## src/rtl/cam_search_sched.sv

```systemverilog
// cam_search_sched
// Schedules field-extraction requesters onto the single search port of the
// message CAM. A round-robin arbiter picks one requester at a time, the
// search is confined to the current message window, and the CAM result (or
// a timeout error) is returned to the requester that was granted.
//
// Ports:
//   clk, rst              clock, asynchronous active-high reset
//   store_start_i/_addr   latch window start (invalidates the window)
//   store_end_i/_addr     latch window end (validates the window)
//   req_i, req_data_i     per-requester search request level and key
//   resp_valid_o          one-hot response pulse to the granted requester
//   resp_hit_o/_index_o   shared search result, valid with resp_valid_o
//   resp_err_o            shared timeout flag, valid with resp_valid_o
//   busy_o                a search is in progress
//   window_valid_o        a complete window (start and end) is held
//   cam_start_o/_end_o    window snapshot presented to the CAM
//   cam_search_o/_data_o  one-cycle search strobe and key to the CAM
//   cam_search_done_i     CAM result pulse with valid/index
module cam_search_sched #(
  parameter int DATA_WIDTH = 32,
  parameter int ADDR_WIDTH = 5,
  parameter int NUM_REQ    = 4,
  parameter int TIMEOUT    = 16
) (
  input  logic                          clk,
  input  logic                          rst,
  input  logic                          store_start_i,
  input  logic [ADDR_WIDTH-1:0]         start_addr_i,
  input  logic                          store_end_i,
  input  logic [ADDR_WIDTH-1:0]         end_addr_i,
  input  logic [NUM_REQ-1:0]            req_i,
  input  logic [NUM_REQ*DATA_WIDTH-1:0] req_data_i,
  output logic [NUM_REQ-1:0]            resp_valid_o,
  output logic                          resp_hit_o,
  output logic [ADDR_WIDTH-1:0]         resp_index_o,
  output logic                          resp_err_o,
  output logic                          busy_o,
  output logic                          window_valid_o,
  output logic [ADDR_WIDTH-1:0]         cam_start_o,
  output logic [ADDR_WIDTH-1:0]         cam_end_o,
  output logic                          cam_search_o,
  output logic [DATA_WIDTH-1:0]         cam_search_data_o,
  input  logic                          cam_search_done_i,
  input  logic                          cam_search_valid_i,
  input  logic [ADDR_WIDTH-1:0]         cam_search_index_i
);

  localparam int PTR_W = (NUM_REQ > 1) ? $clog2(NUM_REQ) : 1;
  localparam int CNT_W = 8;

  typedef enum logic [1:0] {IDLE, ISSUE, WAIT, RESP} state_t;

  state_t                  state;
  logic [PTR_W-1:0]        rr_ptr;
  logic [PTR_W-1:0]        grantee;
  logic [CNT_W-1:0]        cnt;
  logic [ADDR_WIDTH-1:0]   win_start;
  logic [ADDR_WIDTH-1:0]   win_end;
  logic                    window_valid;

  logic                    grant_found;
  logic [PTR_W-1:0]        grant_idx;
  logic [PTR_W-1:0]        next_ptr;
  logic [DATA_WIDTH-1:0]   keys [NUM_REQ];

  // Unpack the flat key bus into one entry per requester.
  for (genvar gi = 0; gi < NUM_REQ; gi++) begin : g_keys
    assign keys[gi] = req_data_i[gi*DATA_WIDTH +: DATA_WIDTH];
  end

  // Round-robin pick: scan offsets from the highest down so the smallest
  // offset from rr_ptr with an active request is the one that sticks.
  always_comb begin
    grant_found = 1'b0;
    grant_idx   = '0;
    for (int i = NUM_REQ - 1; i >= 0; i--) begin
      logic [PTR_W-1:0] cand;
      cand = PTR_W'((int'(rr_ptr) + i) % NUM_REQ);
      if (req_i[cand]) begin
        grant_found = 1'b1;
        grant_idx   = cand;
      end
    end
    next_ptr = (int'(grant_idx) == NUM_REQ - 1) ? '0 : grant_idx + PTR_W'(1);
  end

  // Message window registers. A start store alone opens a new, incomplete
  // window; an end store completes it (and wins if both arrive together).
  always_ff @(posedge clk or posedge rst) begin
    if (rst) begin
      win_start    <= '0;
      win_end      <= '0;
      window_valid <= 1'b0;
    end else begin
      if (store_start_i) begin
        win_start <= start_addr_i;
      end
      if (store_end_i) begin
        win_end <= end_addr_i;
      end
      if (store_end_i) begin
        window_valid <= 1'b1;
      end else if (store_start_i) begin
        window_valid <= 1'b0;
      end
    end
  end

  assign window_valid_o = window_valid;

  // Search FSM with registered outputs. The strobe and response pulses are
  // set on the transition into ISSUE/RESP and default back to zero, so each
  // lasts exactly one cycle.
  always_ff @(posedge clk or posedge rst) begin
    if (rst) begin
      state             <= IDLE;
      rr_ptr            <= '0;
      grantee           <= '0;
      cnt               <= '0;
      resp_valid_o      <= '0;
      resp_hit_o        <= 1'b0;
      resp_index_o      <= '0;
      resp_err_o        <= 1'b0;
      busy_o            <= 1'b0;
      cam_start_o       <= '0;
      cam_end_o         <= '0;
      cam_search_o      <= 1'b0;
      cam_search_data_o <= '0;
    end else begin
      cam_search_o <= 1'b0;
      resp_valid_o <= '0;
      unique case (state)
        IDLE: begin
          if (window_valid && grant_found) begin
            grantee           <= grant_idx;
            rr_ptr            <= next_ptr;
            // Window is frozen here; later stores only affect the next grant.
            cam_start_o       <= win_start;
            cam_end_o         <= win_end;
            cam_search_data_o <= keys[grant_idx];
            cam_search_o      <= 1'b1;
            busy_o            <= 1'b1;
            state             <= ISSUE;
          end
        end
        ISSUE: begin
          cnt   <= '0;
          state <= WAIT;
        end
        WAIT: begin
          // A done arriving on the timeout cycle still counts as a result.
          if (cam_search_done_i) begin
            resp_hit_o            <= cam_search_valid_i;
            resp_index_o          <= cam_search_valid_i ? cam_search_index_i : '0;
            resp_err_o            <= 1'b0;
            resp_valid_o[grantee] <= 1'b1;
            state                 <= RESP;
          end else if (cnt == CNT_W'(TIMEOUT)) begin
            resp_hit_o            <= 1'b0;
            resp_index_o          <= '0;
            resp_err_o            <= 1'b1;
            resp_valid_o[grantee] <= 1'b1;
            state                 <= RESP;
          end else begin
            cnt <= cnt + CNT_W'(1);
          end
        end
        RESP: begin
          resp_hit_o   <= 1'b0;
          resp_index_o <= '0;
          resp_err_o   <= 1'b0;
          busy_o       <= 1'b0;
          state        <= IDLE;
        end
        default: state <= IDLE;
      endcase
    end
  end

endmodule

```

## config.mk

```make
export PLATFORM = sky130hd
export DESIGN_NAME = cam_search_sched
export DESIGN_NICKNAME = d
export VERILOG_FILES = /design/src/rtl/cam_search_sched.sv
export SDC_FILE = /design/constraint.sdc
export NUM_CORES = 1
export LEC_CHECK = 0
export CORE_AREA = 2 2 106 108
export DETAILED_ROUTE_END_ITERATION = 16
export DIE_AREA = 0 0 108 110
export GPL_ROUTABILITY_DRIVEN = 0
export PLACE_DENSITY = 0.8
export SLEW_MARGIN = 10
export SYNTH_ARGS = -nofsm -noshare
export SYNTH_HDL_FRONTEND = slang
export SYNTH_SLANG_ARGS = --single-unit
```

## constraint.sdc

```tcl
create_clock -name clk -period 2.57 [get_ports clk]
set_input_delay 0.257 -clock clk [delete_from_list [all_inputs] [get_ports clk]]
set_output_delay 0.257 -clock clk [all_outputs]
set_load 0.03 [all_outputs]
```

==> flow_metrics.env, run 1 <==
export IMPL_run_status="complete, no violations"
export IMPL_floorplan_initialDensity=0.4025
export IMPL_fraction_of_final_layout_cells_with_drive_strength_greater_than_1=0.1268
export IMPL_synth_simple_gate_area_share=0.1520
export IMPL_power_frac_seq=0.309
export IMPL_area_growth_synth_to_final_pct=57.05
export IMPL_timing_final_setup_violations=0
export IMPL_slew_margin_rel=0.2403
export IMPL_cp_end_kind="flip-flop"
export IMPL_antenna_found_initial=0
export IMPL_hp_class="input port to async pin"
export IMPL_fmax_mhz=429.2
export IMPL_worstSetupStartpointType="input port"
export IMPL_crit_path_max_fanout=24
export IMPL_synth_area_mux_share=0.1136
export IMPL_diodes=0
export IMPL_postSynthCellCount=412
export IMPL_combinational_family_with_the_most_area_after_synthesis="compound AO/OA/AOI/OAI gates"
export IMPL_synthesis_nets=571
export IMPL_net_switching_fraction_of_the_power=0.4214
export IMPL_post_route_drc_count=0
export IMPL_mappedNetlistArea_mm2=0.004305
export IMPL_synth_top_area_share=0.4650
export IMPL_fin_ws_ps=240.0
export IMPL_dp_hpwl_um=10090
export IMPL_htree_levels=3
export IMPL_num_vias=4225
export IMPL_synth_edf_count=0
export IMPL_max_slew_worst_pin_slew_ps=1140
export IMPL_top_level_ports=209
export IMPL_clock_latency_ps=350
export IMPL_power_density_mw_per_mm2=968.7
export IMPL_number_of_buffers_between_clock_root_and_the_deepest_sink=2
export IMPL_cell_internal_pwr_mw=3.790
export IMPL_die_area_mm2=0.01188
export IMPL_place_port_buffers=208
export IMPL_netlist_top_cell_by_area="sky130_fd_sc_hd__dfrtp_1"
export IMPL_max_cap_violations=0
export IMPL_synth_compound_gate_area_share=0.1991
export IMPL_synth_xor_area_frac=0.01424
export IMPL_max_vdd_ir_drop_v=0.0004529
export IMPL_synth_sequential_area_ratio=0.4650
export IMPL_report_final_hold_viol_count=0
export IMPL_path_clk_slew_ps=90
export IMPL_die_width_um=108
export IMPL_dieHeight_um=110
export IMPL_cell_rows=38
export IMPL_timing_clock_skew_ps=15.24
export IMPL_synth_ff_type="sky130_fd_sc_hd__dfrtp_1"
export IMPL_grt_usage=0.2227
export IMPL_routedWlPerCell_um=17.72
export IMPL_grt_overflow_total=0
export IMPL_ctsResizeCount=0
export IMPL_layout_common_cells="sky130_fd_sc_hd__clkdlybuf4s50_1 (208), sky130_fd_sc_hd__dfrtp_1 (80), sky130_fd_sc_hd__nand2_1 (41)"
export IMPL_report_final_slew_viol_count=0
export IMPL_postSynthRegisterBits=80
export IMPL_final_wl_um=13520
export IMPL_cts_root_buf="sky130_fd_sc_hd__clkbuf_8"
export IMPL_cts_setup_buffers=0
export IMPL_grt_pass1_vias=4318
export IMPL_ant_nets=0
export IMPL_drtIter0Drc=171
export IMPL_ys_async_sr_fraction=1.000
export IMPL_power_frac_comb=0.547
export IMPL_timing_setup_tns_ps=0
export IMPL_classification_of_the_worst_setup_path="input port to flip-flop"
export IMPL_critPathArrivalTime_ps=2490
export IMPL_cts_hold_repair_buffers=0
export IMPL_design_power_total_mw=6.550
export IMPL_synth_fa_ha_area_frac=0.01744
export IMPL_layout_commonest_cell="sky130_fd_sc_hd__clkdlybuf4s50_1"
export IMPL_cts_buffers_inserted=9
export IMPL_core_area_mm2=0.01070
export IMPL_detail_route_vias_per_cell=5.537
export IMPL_leading_post_synthesis_cells_by_cell_area="sky130_fd_sc_hd__dfrtp_1 (46%), sky130_fd_sc_hd__mux2_2 (9.2%), sky130_fd_sc_hd__a221o_1 (6.5%)"
export IMPL_place_ws_ps=-98.74
export IMPL_dr_pass1_iters=4
export IMPL_clock_power_share=0.143
export IMPL_cp_required_ps=2730
export IMPL_timing_final_crit_share=0.9066
export IMPL_post_route_min_period_ps=2330
export IMPL_grt_first_pass_wirelength_um=20820
export IMPL_ys_warn_count=0
export IMPL_p_switching_mw=2.760
export IMPL_power_leakage_nw=2.846
export IMPL_cts_tree="built"
export IMPL_rsz0062_at_grt="no"
export IMPL_synthesis_area_per_instance_um2=10.45
export IMPL_number_of_nets_in_the_layout=777
export IMPL_yosys_cell_types_count=49
export IMPL_grt_max_degree=47
export IMPL_cts_num_sinks=80
==> sequential cells by signal, indices dropped and copies added (netlist names) <==
name / flops
busy_o: 1
cam_end_o: 5
cam_search_data_o: 32
cam_search_o: 1
cam_start_o: 5
cnt: 8
grantee: 2
resp_err_o: 1
resp_hit_o: 1
resp_index_o: 5
resp_valid_o: 4
rr_ptr: 2
state: 2
win_end: 5
win_start: 5
window_valid_o: 1
==> path summary, 6_finish.rpt <==
check	startpoint	endpoint	slack, ps	cells after the start
max	req_i[1]	cam_search_data_o[0]	240	6
min in group clk	win_end[4]	cam_end_o[4]	470	2
min	rst	win_start[3]	290	2
max in group asynchronous	rst	cam_search_data_o[17]	1620	3
max reg2reg	rr_ptr[1]	cam_search_data_o[0]	260	5
min reg2reg	win_end[4]	cam_end_o[4]	470	2
==> worst max-delay path, cell delays in order <==
cell and delay, ps:
sky130_fd_sc_hd__clkdlybuf4s50_1 600, sky130_fd_sc_hd__nand2b_1 200, sky130_fd_sc_hd__o211a_2 300, sky130_fd_sc_hd__nor2_4 120, sky130_fd_sc_hd__nor2_2 810, sky130_fd_sc_hd__a211oi_1 190
==> Yosys cell counts (all sizes together), types with 3 or more instances <==
cell	count
nand4	20
nor2	17
mux2i	5
ha	6
dfrtp	80
o21ai	12
nand2	41
nand3	18
a21oi	31
mux2	39
o31ai	22
a21o	4
inv	10
a22o	5
nor3b	3
a221o	28
and4	4
buf	13
nor2b	3
xor2	6
clkbuf	15
a211oi	8
nand2b	4
==> power by group through the flow <==
stage / logic, mW / clock network, mW / registers, mW
after floorplan: 1.47 / 0 / 2.71
after global placement: 3.51 / 0 / 2.02
after detailed placement: 3.60 / 0 / 2.04
after CTS: 3.60 / 0.949 / 2.02
after global routing: 3.84 / 1.01 / 2.08
final: 3.58 / 0.939 / 2.03
==> cells by family after synthesis <==
| family | count (synthesis) |
|---|---|
| AND/OR/NAND/NOR | 121 |
| AO/OA/AOI/OAI | 116 |
| flip-flops | 80 |
| XOR/XNOR | 7 |
| multiplexers | 44 |
| adder cells (fa/ha/maj) | 6 |
| buffers and inverters | 38 |
==> routing by layer <==
layer	global-route usage	part of all wire	vias up
li1	-	-	1957
met1	0.2570	0.39	2069
met2	0.4021	0.52	177
met3	0.05291	0.070	22
met4	0.08333	0.020	0
met5	0	0	-
==> area by class of cell <==
type	count	area, µm²
Timing Repair Buffer	223	2207
Sequential cell	80	2002
Clock inverter	6	67.56
Clock buffer	10	127.6
Multi-Input combinational cell	294	2143
Tap cell	140	175.2
Fill cell	870	3936
Inverter	10	38.79
==> stage by stage <==
step | util | instance area, µm² | hold slack, ps | std cells
finish | 0.6320 | 6761 | 292.8 | 763
global route | 0.6320 | 6761 | 344.3 | 763
CTS | 0.6320 | 6761 | 300.0 | 763
detailed placement | 0.6138 | 6566 | 450.4 | 747
global placement | 0.6138 | 6566 | 443.2 | 747
floorplan | - | 4305 | 354.9 | 412
Power figures use the tool's default switching activity.
==> inputs of run 2 (changes only) <==
--- a/config.mk
+++ b/config.mk
@@ -6,6 +6,7 @@
 export NUM_CORES = 1
 export LEC_CHECK = 0
 export CORE_AREA = 2 2 106 108
+export CTS_CLUSTER_DIAMETER = 150
 export DETAILED_ROUTE_END_ITERATION = 16
 export DIE_AREA = 0 0 108 110
 export GPL_ROUTABILITY_DRIVEN = 0
==> results of run 2 <==
Final layout, timing and power as in run 1 (identical DEF).
